===== src/rtl/fp_wb_arbiter_if.sv =====
`default_nettype none
// ============================================================================
// Module   : fp_wb_arbiter_if
// Purpose  : Producer, issue, write-port and bypass signals of the FP writeback arbiter
// Revision : 1.0 - initial release
// ============================================================================
interface fp_wb_arbiter_if #(
  parameter int FLEN = 32
);
  logic            iss_valid;
  logic [4:0]      iss_rd;
  logic            ld_valid;
  logic [4:0]      ld_rd;
  logic [FLEN-1:0] ld_data;
  logic            ld_ready;
  logic            fpu_valid;
  logic [4:0]      fpu_rd;
  logic [FLEN-1:0] fpu_data;
  logic            fpu_ready;
  logic            wr_en;
  logic [4:0]      rd;
  logic [FLEN-1:0] data_o;
  logic [31:0]     busy_o;
  logic [4:0]      byp_rs1;
  logic [4:0]      byp_rs2;
  logic [4:0]      byp_rs3;
  logic [2:0]      byp_hit_o;
  logic [FLEN-1:0] byp_data_o;

  modport master (
    output iss_valid, iss_rd,
    output ld_valid, ld_rd, ld_data, input ld_ready,
    output fpu_valid, fpu_rd, fpu_data, input fpu_ready,
    input  wr_en, rd, data_o, busy_o,
    output byp_rs1, byp_rs2, byp_rs3,
    input  byp_hit_o, byp_data_o
  );

  modport slave (
    input  iss_valid, iss_rd,
    input  ld_valid, ld_rd, ld_data, output ld_ready,
    input  fpu_valid, fpu_rd, fpu_data, output fpu_ready,
    output wr_en, rd, data_o, busy_o,
    input  byp_rs1, byp_rs2, byp_rs3,
    output byp_hit_o, byp_data_o
  );
endinterface
`default_nettype wire


===== src/rtl/fp_wb_arbiter.sv =====
`default_nettype none
// ============================================================================
// Module   : fp_wb_arbiter
// Purpose  : FP writeback stage - two buffered producers, round-robin arbitration,
//            registered register-file write port, pending-write scoreboard.
//            Optional bypass outputs enabled by defining FP_WB_BYPASS_EN.
// Revision : 1.0 - initial release
// ============================================================================
module fp_wb_arbiter #(
  parameter int FLEN  = 32,
  parameter int DEPTH = 2
) (
  input  logic            clk,
  input  logic            rst,
  input  logic            flush,
  fp_wb_arbiter_if.slave  bus
);

  localparam int PTR_W = (DEPTH > 1) ? $clog2(DEPTH) : 1;
  localparam int CNT_W = $clog2(DEPTH + 1);

  typedef enum logic [0:0] {
    RR_LD  = 1'b0,
    RR_FPU = 1'b1
  } rr_e;

  // Source 0 is the load path, source 1 is the FPU.
  logic [1:0]            src_valid;
  logic [1:0][4:0]       src_rd;
  logic [1:0][FLEN-1:0]  src_data;
  logic [1:0]            src_ready;
  logic [1:0]            src_nonempty;
  logic [1:0]            src_pop;
  logic [1:0][4:0]       head_rd;
  logic [1:0][FLEN-1:0]  head_data;

  rr_e             rr_q;
  rr_e             rr_d;
  logic            grant;
  logic            gsel;
  logic            wr_q;
  logic [4:0]      rd_q;
  logic [FLEN-1:0] data_q;
  logic [31:0]     busy_q;
  logic [31:0]     busy_d;

  assign src_valid = {bus.fpu_valid, bus.ld_valid};
  assign src_rd    = {bus.fpu_rd,    bus.ld_rd};
  assign src_data  = {bus.fpu_data,  bus.ld_data};

  generate
    for (genvar s = 0; s < 2; s++) begin : g_fifo
      logic [4:0]       mem_rd   [DEPTH];
      logic [FLEN-1:0]  mem_data [DEPTH];
      logic [PTR_W-1:0] wptr;
      logic [PTR_W-1:0] rptr;
      logic [CNT_W-1:0] count;
      logic             push;

      assign src_ready[s]    = (count != CNT_W'(DEPTH));
      assign src_nonempty[s] = (count != '0);
      assign push            = src_valid[s] && src_ready[s] && !flush;
      assign head_rd[s]      = mem_rd[rptr];
      assign head_data[s]    = mem_data[rptr];

      always_ff @(posedge clk) begin
        if (push) begin
          mem_rd[wptr]   <= src_rd[s];
          mem_data[wptr] <= src_data[s];
        end
      end

      always_ff @(posedge clk) begin
        if (rst || flush) begin
          wptr  <= '0;
          rptr  <= '0;
          count <= '0;
        end else begin
          if (push) wptr <= wptr + PTR_W'(1);
          if (src_pop[s]) rptr <= rptr + PTR_W'(1);
          case ({push, src_pop[s]})
            2'b10:   count <= count + CNT_W'(1);
            2'b01:   count <= count - CNT_W'(1);
            default: count <= count;
          endcase
        end
      end
    end
  endgenerate

  // The pointer only moves when both heads compete.
  always_comb begin
    grant = 1'b0;
    gsel  = 1'b0;
    rr_d  = rr_q;
    case (src_nonempty)
      2'b01: grant = 1'b1;
      2'b10: begin
        grant = 1'b1;
        gsel  = 1'b1;
      end
      2'b11: begin
        grant = 1'b1;
        gsel  = (rr_q == RR_FPU);
        rr_d  = (rr_q == RR_LD) ? RR_FPU : RR_LD;
      end
      default: ;
    endcase
  end

  assign src_pop = grant ? (gsel ? 2'b10 : 2'b01) : 2'b00;

  always_ff @(posedge clk) begin
    if (rst || flush) rr_q <= RR_LD;
    else              rr_q <= rr_d;
  end

  always_ff @(posedge clk) begin
    if (rst) begin
      wr_q   <= 1'b0;
      rd_q   <= '0;
      data_q <= '0;
    end else if (flush) begin
      wr_q <= 1'b0;
    end else begin
      wr_q <= grant;
      if (grant) begin
        rd_q   <= head_rd[gsel];
        data_q <= head_data[gsel];
      end
    end
  end

  // Set is applied after clear so a same-index dispatch wins.
  always_comb begin
    busy_d = busy_q;
    if (grant) busy_d[head_rd[gsel]] = 1'b0;
    if (bus.iss_valid) busy_d[bus.iss_rd] = 1'b1;
  end

  always_ff @(posedge clk) begin
    if (rst || flush) busy_q <= '0;
    else              busy_q <= busy_d;
  end

  assign bus.ld_ready  = src_ready[0];
  assign bus.fpu_ready = src_ready[1];
  assign bus.wr_en     = wr_q;
  assign bus.rd        = rd_q;
  assign bus.data_o    = data_q;
  assign bus.busy_o    = busy_q;

`ifdef FP_WB_BYPASS_EN
  assign bus.byp_hit_o  = {wr_q && (rd_q == bus.byp_rs3),
                           wr_q && (rd_q == bus.byp_rs2),
                           wr_q && (rd_q == bus.byp_rs1)};
  assign bus.byp_data_o = data_q;
`else
  logic unused_byp;
  assign unused_byp     = ^{bus.byp_rs1, bus.byp_rs2, bus.byp_rs3};
  assign bus.byp_hit_o  = 3'b000;
  assign bus.byp_data_o = '0;
`endif

endmodule
`default_nettype wire


===== src/flat_wrapper.sv =====
// flat-port wrapper written by rule: the top's interface ports become plain ports
module fp_wb_arbiter_flat 
#(
  parameter int FLEN  = 32,
  parameter int DEPTH = 2
)
  (clk, rst, flush, bus_iss_valid, bus_iss_rd, bus_ld_valid, bus_ld_rd, bus_ld_data, bus_ld_ready, bus_fpu_valid, bus_fpu_rd, bus_fpu_data, bus_fpu_ready, bus_wr_en, bus_rd, bus_data_o, bus_busy_o, bus_byp_rs1, bus_byp_rs2, bus_byp_rs3, bus_byp_hit_o, bus_byp_data_o);
  fp_wb_arbiter_if #(.FLEN(FLEN)) bus_i ();
  input  logic clk;
  input  logic rst;
  input  logic flush;
  input wire logic [$bits(bus_i.iss_valid)-1:0] bus_iss_valid;
  input wire logic [$bits(bus_i.iss_rd)-1:0] bus_iss_rd;
  input wire logic [$bits(bus_i.ld_valid)-1:0] bus_ld_valid;
  input wire logic [$bits(bus_i.ld_rd)-1:0] bus_ld_rd;
  input wire logic [$bits(bus_i.ld_data)-1:0] bus_ld_data;
  output wire logic [$bits(bus_i.ld_ready)-1:0] bus_ld_ready;
  input wire logic [$bits(bus_i.fpu_valid)-1:0] bus_fpu_valid;
  input wire logic [$bits(bus_i.fpu_rd)-1:0] bus_fpu_rd;
  input wire logic [$bits(bus_i.fpu_data)-1:0] bus_fpu_data;
  output wire logic [$bits(bus_i.fpu_ready)-1:0] bus_fpu_ready;
  output wire logic [$bits(bus_i.wr_en)-1:0] bus_wr_en;
  output wire logic [$bits(bus_i.rd)-1:0] bus_rd;
  output wire logic [$bits(bus_i.data_o)-1:0] bus_data_o;
  output wire logic [$bits(bus_i.busy_o)-1:0] bus_busy_o;
  input wire logic [$bits(bus_i.byp_rs1)-1:0] bus_byp_rs1;
  input wire logic [$bits(bus_i.byp_rs2)-1:0] bus_byp_rs2;
  input wire logic [$bits(bus_i.byp_rs3)-1:0] bus_byp_rs3;
  output wire logic [$bits(bus_i.byp_hit_o)-1:0] bus_byp_hit_o;
  output wire logic [$bits(bus_i.byp_data_o)-1:0] bus_byp_data_o;
  assign bus_i.iss_valid = bus_iss_valid;
  assign bus_i.iss_rd = bus_iss_rd;
  assign bus_i.ld_valid = bus_ld_valid;
  assign bus_i.ld_rd = bus_ld_rd;
  assign bus_i.ld_data = bus_ld_data;
  assign bus_ld_ready = bus_i.ld_ready;
  assign bus_i.fpu_valid = bus_fpu_valid;
  assign bus_i.fpu_rd = bus_fpu_rd;
  assign bus_i.fpu_data = bus_fpu_data;
  assign bus_fpu_ready = bus_i.fpu_ready;
  assign bus_wr_en = bus_i.wr_en;
  assign bus_rd = bus_i.rd;
  assign bus_data_o = bus_i.data_o;
  assign bus_busy_o = bus_i.busy_o;
  assign bus_i.byp_rs1 = bus_byp_rs1;
  assign bus_i.byp_rs2 = bus_byp_rs2;
  assign bus_i.byp_rs3 = bus_byp_rs3;
  assign bus_byp_hit_o = bus_i.byp_hit_o;
  assign bus_byp_data_o = bus_i.byp_data_o;
  fp_wb_arbiter #(.FLEN(FLEN), .DEPTH(DEPTH)) u_core (.clk(clk), .rst(rst), .flush(flush), .bus(bus_i));
endmodule

===== config.mk =====
export PLATFORM = sky130hd
export DESIGN_NAME = fp_wb_arbiter_flat
export DESIGN_NICKNAME = d
export VERILOG_FILES = /design/src/rtl/fp_wb_arbiter_if.sv /design/src/rtl/fp_wb_arbiter.sv /design/src/flat_wrapper.sv
export SDC_FILE = /design/constraint.sdc
export NUM_CORES = 1
export LEC_CHECK = 0
export ABC_AREA = 1
export CORE_AREA = 2 2 140 142
export CTS_CLUSTER_SIZE = 10
export DETAILED_ROUTE_END_ITERATION = 10
export DIE_AREA = 0 0 142 144
export GPL_TIMING_DRIVEN = 0
export HOLD_SLACK_MARGIN = 0.08
export PLACE_DENSITY = 0.84
export SLEW_MARGIN = 20
export SYNTH_ARGS = -nofsm -noshare
export SYNTH_HDL_FRONTEND = slang
export SYNTH_SLANG_ARGS = --single-unit

===== constraint.sdc =====
create_clock -name clk -period 3.38 [get_ports clk]
set_input_delay 0.676 -clock clk [delete_from_list [all_inputs] [get_ports clk]]
set_output_delay 0.676 -clock clk [all_outputs]
set_load 0.02 [all_outputs]

==> run metrics <==
Worst Path Required=2.70 ns; # rows=51; DIE AREA=20400 um2; crit path max fanout=5; Avg Inst Size Synth=11.2 um2; r2r endpoint=u_core.g_fifo[0].mem_data[0][18]; GRT overflow=0; Worst-path clk slew=roughly 0.060 ns; simple logic cell fraction of the synthesized area=0.155; Clock Sinks=229; Max Clock Freq=~400 MHz; Syn Inst Count=around 840; Cells on Worst Hold Path=1; Root Buffer=clkbuf_16; yosys warns=0; Hold WS=0.454 ns; number of global-route vias before repair=6776; final instance area=12200 um2; die width=~140 um; Vias=6875; Core Util, Final=0.640; worst hold path type=reg -> reg; Worst setup EP type=primary output; placer congestion estimate=~0.83; Routed WL=approximately 22000 um; Final period util=0.718; gr usage total=0.217; WS Path Type=reg -> out; DR iter-0 viols=450; P&R area growth vs syn=31.1%; DRT Pass-1 Iters=4; Worst VDD drop=477 uV; hpwl dp=15700 um; antenna violations before repair=1; Final ANT Viol Nets=0; register area share after synthesis=0.651; Synth Area in XOR/XNOR=0; Max Root-Sink Buffers=3; Setup Viol. Count Final=0; fraction of layout cells with a size suffix above 1=0.171; Worst Setup Start Kind=flop; initial core utilization=0.488; Max Slew Vio Count=0; clock skew=0.0161 ns; Num CTS Buffers=27; Hold Path End=u_core.g_fifo[1].rptr; CTS HTree Levels=1; Mapped Area=9320 um2; post_cts resized=0; Reg2Reg Setup Slack=1.31 ns; drt via density=5.22; post-synth cell types=32; P per Cell Area=535 nW/um2; Adder-Cell Fraction of Synth Area=0.00269; unrepaired setup endpoints after global routing=false; Clock Latency Late Sink=roughly 0.52 ns; Hold Vio Cnt, Final=0; status=completed; IO Count=207; Reg2Reg Launch Point=u_core.g_fifo[0].count[0]; die height=144 um; wire per inst=17.0 um; CP arrival=1.75 ns; Max-Cap Viols=0; pin count of the biggest net entering global routing=23; post-placement cell area=11400 um2; Slew @ Worst Pin=1.04 ns; NumNets Final=around 1200; Hold Buf Count CTS=0; compound-cell area share of the yosys netlist=0.115; Slew headroom=0.300; Pleak=~4.4 nW; Core Region=19100 um2; CTS tree=yes; largest family of logic cells by synthesized area=simple AND/OR/NAND/NOR gates; min-delay src=u_core.g_fifo[1].rptr; register bit total from synthesis=229; post-route minimum period=2.43 ns; post-CTS setup buffers=0; number of cells on the worst reg-to-reg path=5; DRC viols=0; first-pass GRT wire length=34500 um; Layout fillers=1471; proportion of synthesized area in mux cells=0; PortBufs=between 150 and 200
[how the worst max path moves through the flow]
stage	startpoint	to	slack (ns)	cells past startpoint
after detailed placement	flush	u_core.g_fifo[1].mem_data[0][18]	0.58	5
final	u_core.g_fifo[0].count[0]	bus_ld_ready	0.95	3
after floorplan	flush	u_core.g_fifo[0].mem_data[0][0]	0.48	3
after CTS	u_core.g_fifo[0].count[0]	bus_ld_ready	0.93	3
after global routing	u_core.g_fifo[1].count[0]	bus_fpu_ready	0.88	3
after global placement	flush	u_core.g_fifo[0].mem_data[0][18]	-1.16	4
[cells by family after synthesis]
kind of cell,Yosys count
flops,229
buf+inv,139
compound gates,160
fa+ha+maj,2
simple gates,304
other cells,1
[cells in the mapped netlist]
library cell / count / area (um2)
o21ai_2: 1 / 8.76
conb_1: 1 / 3.75
inv_2: 6 / 22.5
dfxtp_1: 81 / 1620
o21ai_1: 1 / 5.00
nand2_1: 150 / 563
ha_1: 2 / 25.0
buf_6: 5 / 56.3
inv_4: 1 / 6.26
o21ai_0: 12 / 60.1
nor3_1: 13 / 65.1
a21oi_1: 43 / 215
nand2_2: 6 / 37.5
nor2_1: 12 / 45.0
nor2_4: 2 / 22.5
buf_1: 1 / 3.75
and3_1: 1 / 6.26
nand3_1: 41 / 205
edfxtp_1: 148 / 4440
o211ai_1: 100 / 751
o21a_1: 1 / 7.51
clkbuf_1: 18 / 67.6
or2_2: 64 / 400
and2_0: 1 / 6.26
buf_2: 12 / 60.1
clkinv_1: 1 / 3.75
o22ai_1: 1 / 6.26
inv_1: 60 / 225
o21ai_4: 1 / 16.3
nand2_4: 1 / 11.3
buf_4: 35 / 263
nor2_2: 13 / 81.3
[metal layers]
layer  track usage  vias up  part of all wire
li1              -     3291                 -
met1         0.270     3261              0.41
met2         0.375      280              0.48
met3        0.0450       43             0.075
met4        0.0784        0             0.028
met5             0        -                 0
[stage by stage]
stage                     setup WS (ns)  cells  TNS, ns  total power [mW]
after detailed placement          0.575   1267        0              4.04
after CTS                         0.928   1315        0              6.56
after floorplan                   0.484    869        0              3.67
final                             0.955   1316        0              6.53
after global placement            -1.16   1263  -169.72              4.00
after global routing              0.877   1316        0              6.76
[worst max-delay path, cell delays in order (launching register included)]
cell             delay (ns)
dfxtp_1                0.43
inv_1                  0.10
nand2_1                0.10
clkdlybuf4s50_1        0.60
[layout by cell type (no fill, tap or decap), types with 13 or more instances in the layout]
cell type	n
clkdlybuf4s50_1	156
clkbuf_1	37
clkbuf_16	27
buf_4	35
or2_2	64
conb_1	35
nand2_1	150
edfxtp_1	148
nor3_1	13
nand3_1	41
o211ai_1	100
dfxtp_1	81
a21oi_1	43
inv_1	60
nor2_2	13
[power by group]
part	internal, mW	leakage, nW	switching, mW
logic	0.352	2.03	0.483
registers	3.10	2.02	0.0553
clock network	1.49	0.364	1.06
total	4.94	4.41	1.60
[registers in the layout, indices dropped and copies added (netlist names), named ones only]
name	count
u_core.bus.busy_o	32
u_core.g_fifo.mem_rd	20
u_core.g_fifo.mem_data	128
u_core.g_fifo.rptr	2
u_core.g_fifo.count	4
u_core.g_fifo.wptr	2
u_core.rr_q	1
u_core.bus.rd	5
u_core.bus.wr_en	1
u_core.bus.data_o	32
[layout make-up]
cell class	count	area [um2]	area share
Clock inverter	2	17.5	0.00143
Antenna cell	1	2.50	0.000205
Tap cell	238	298	0.0244
Clock buffer	46	747	0.0612
Buffer	71	450	0.0369
Sequential cell	229	6070	0.497
Inverter	68	258	0.0211
Timing Repair Buffer	160	1670	0.137
Multi-Input combinational cell	501	2700	0.221
Power figures use the tool's default switching activity.
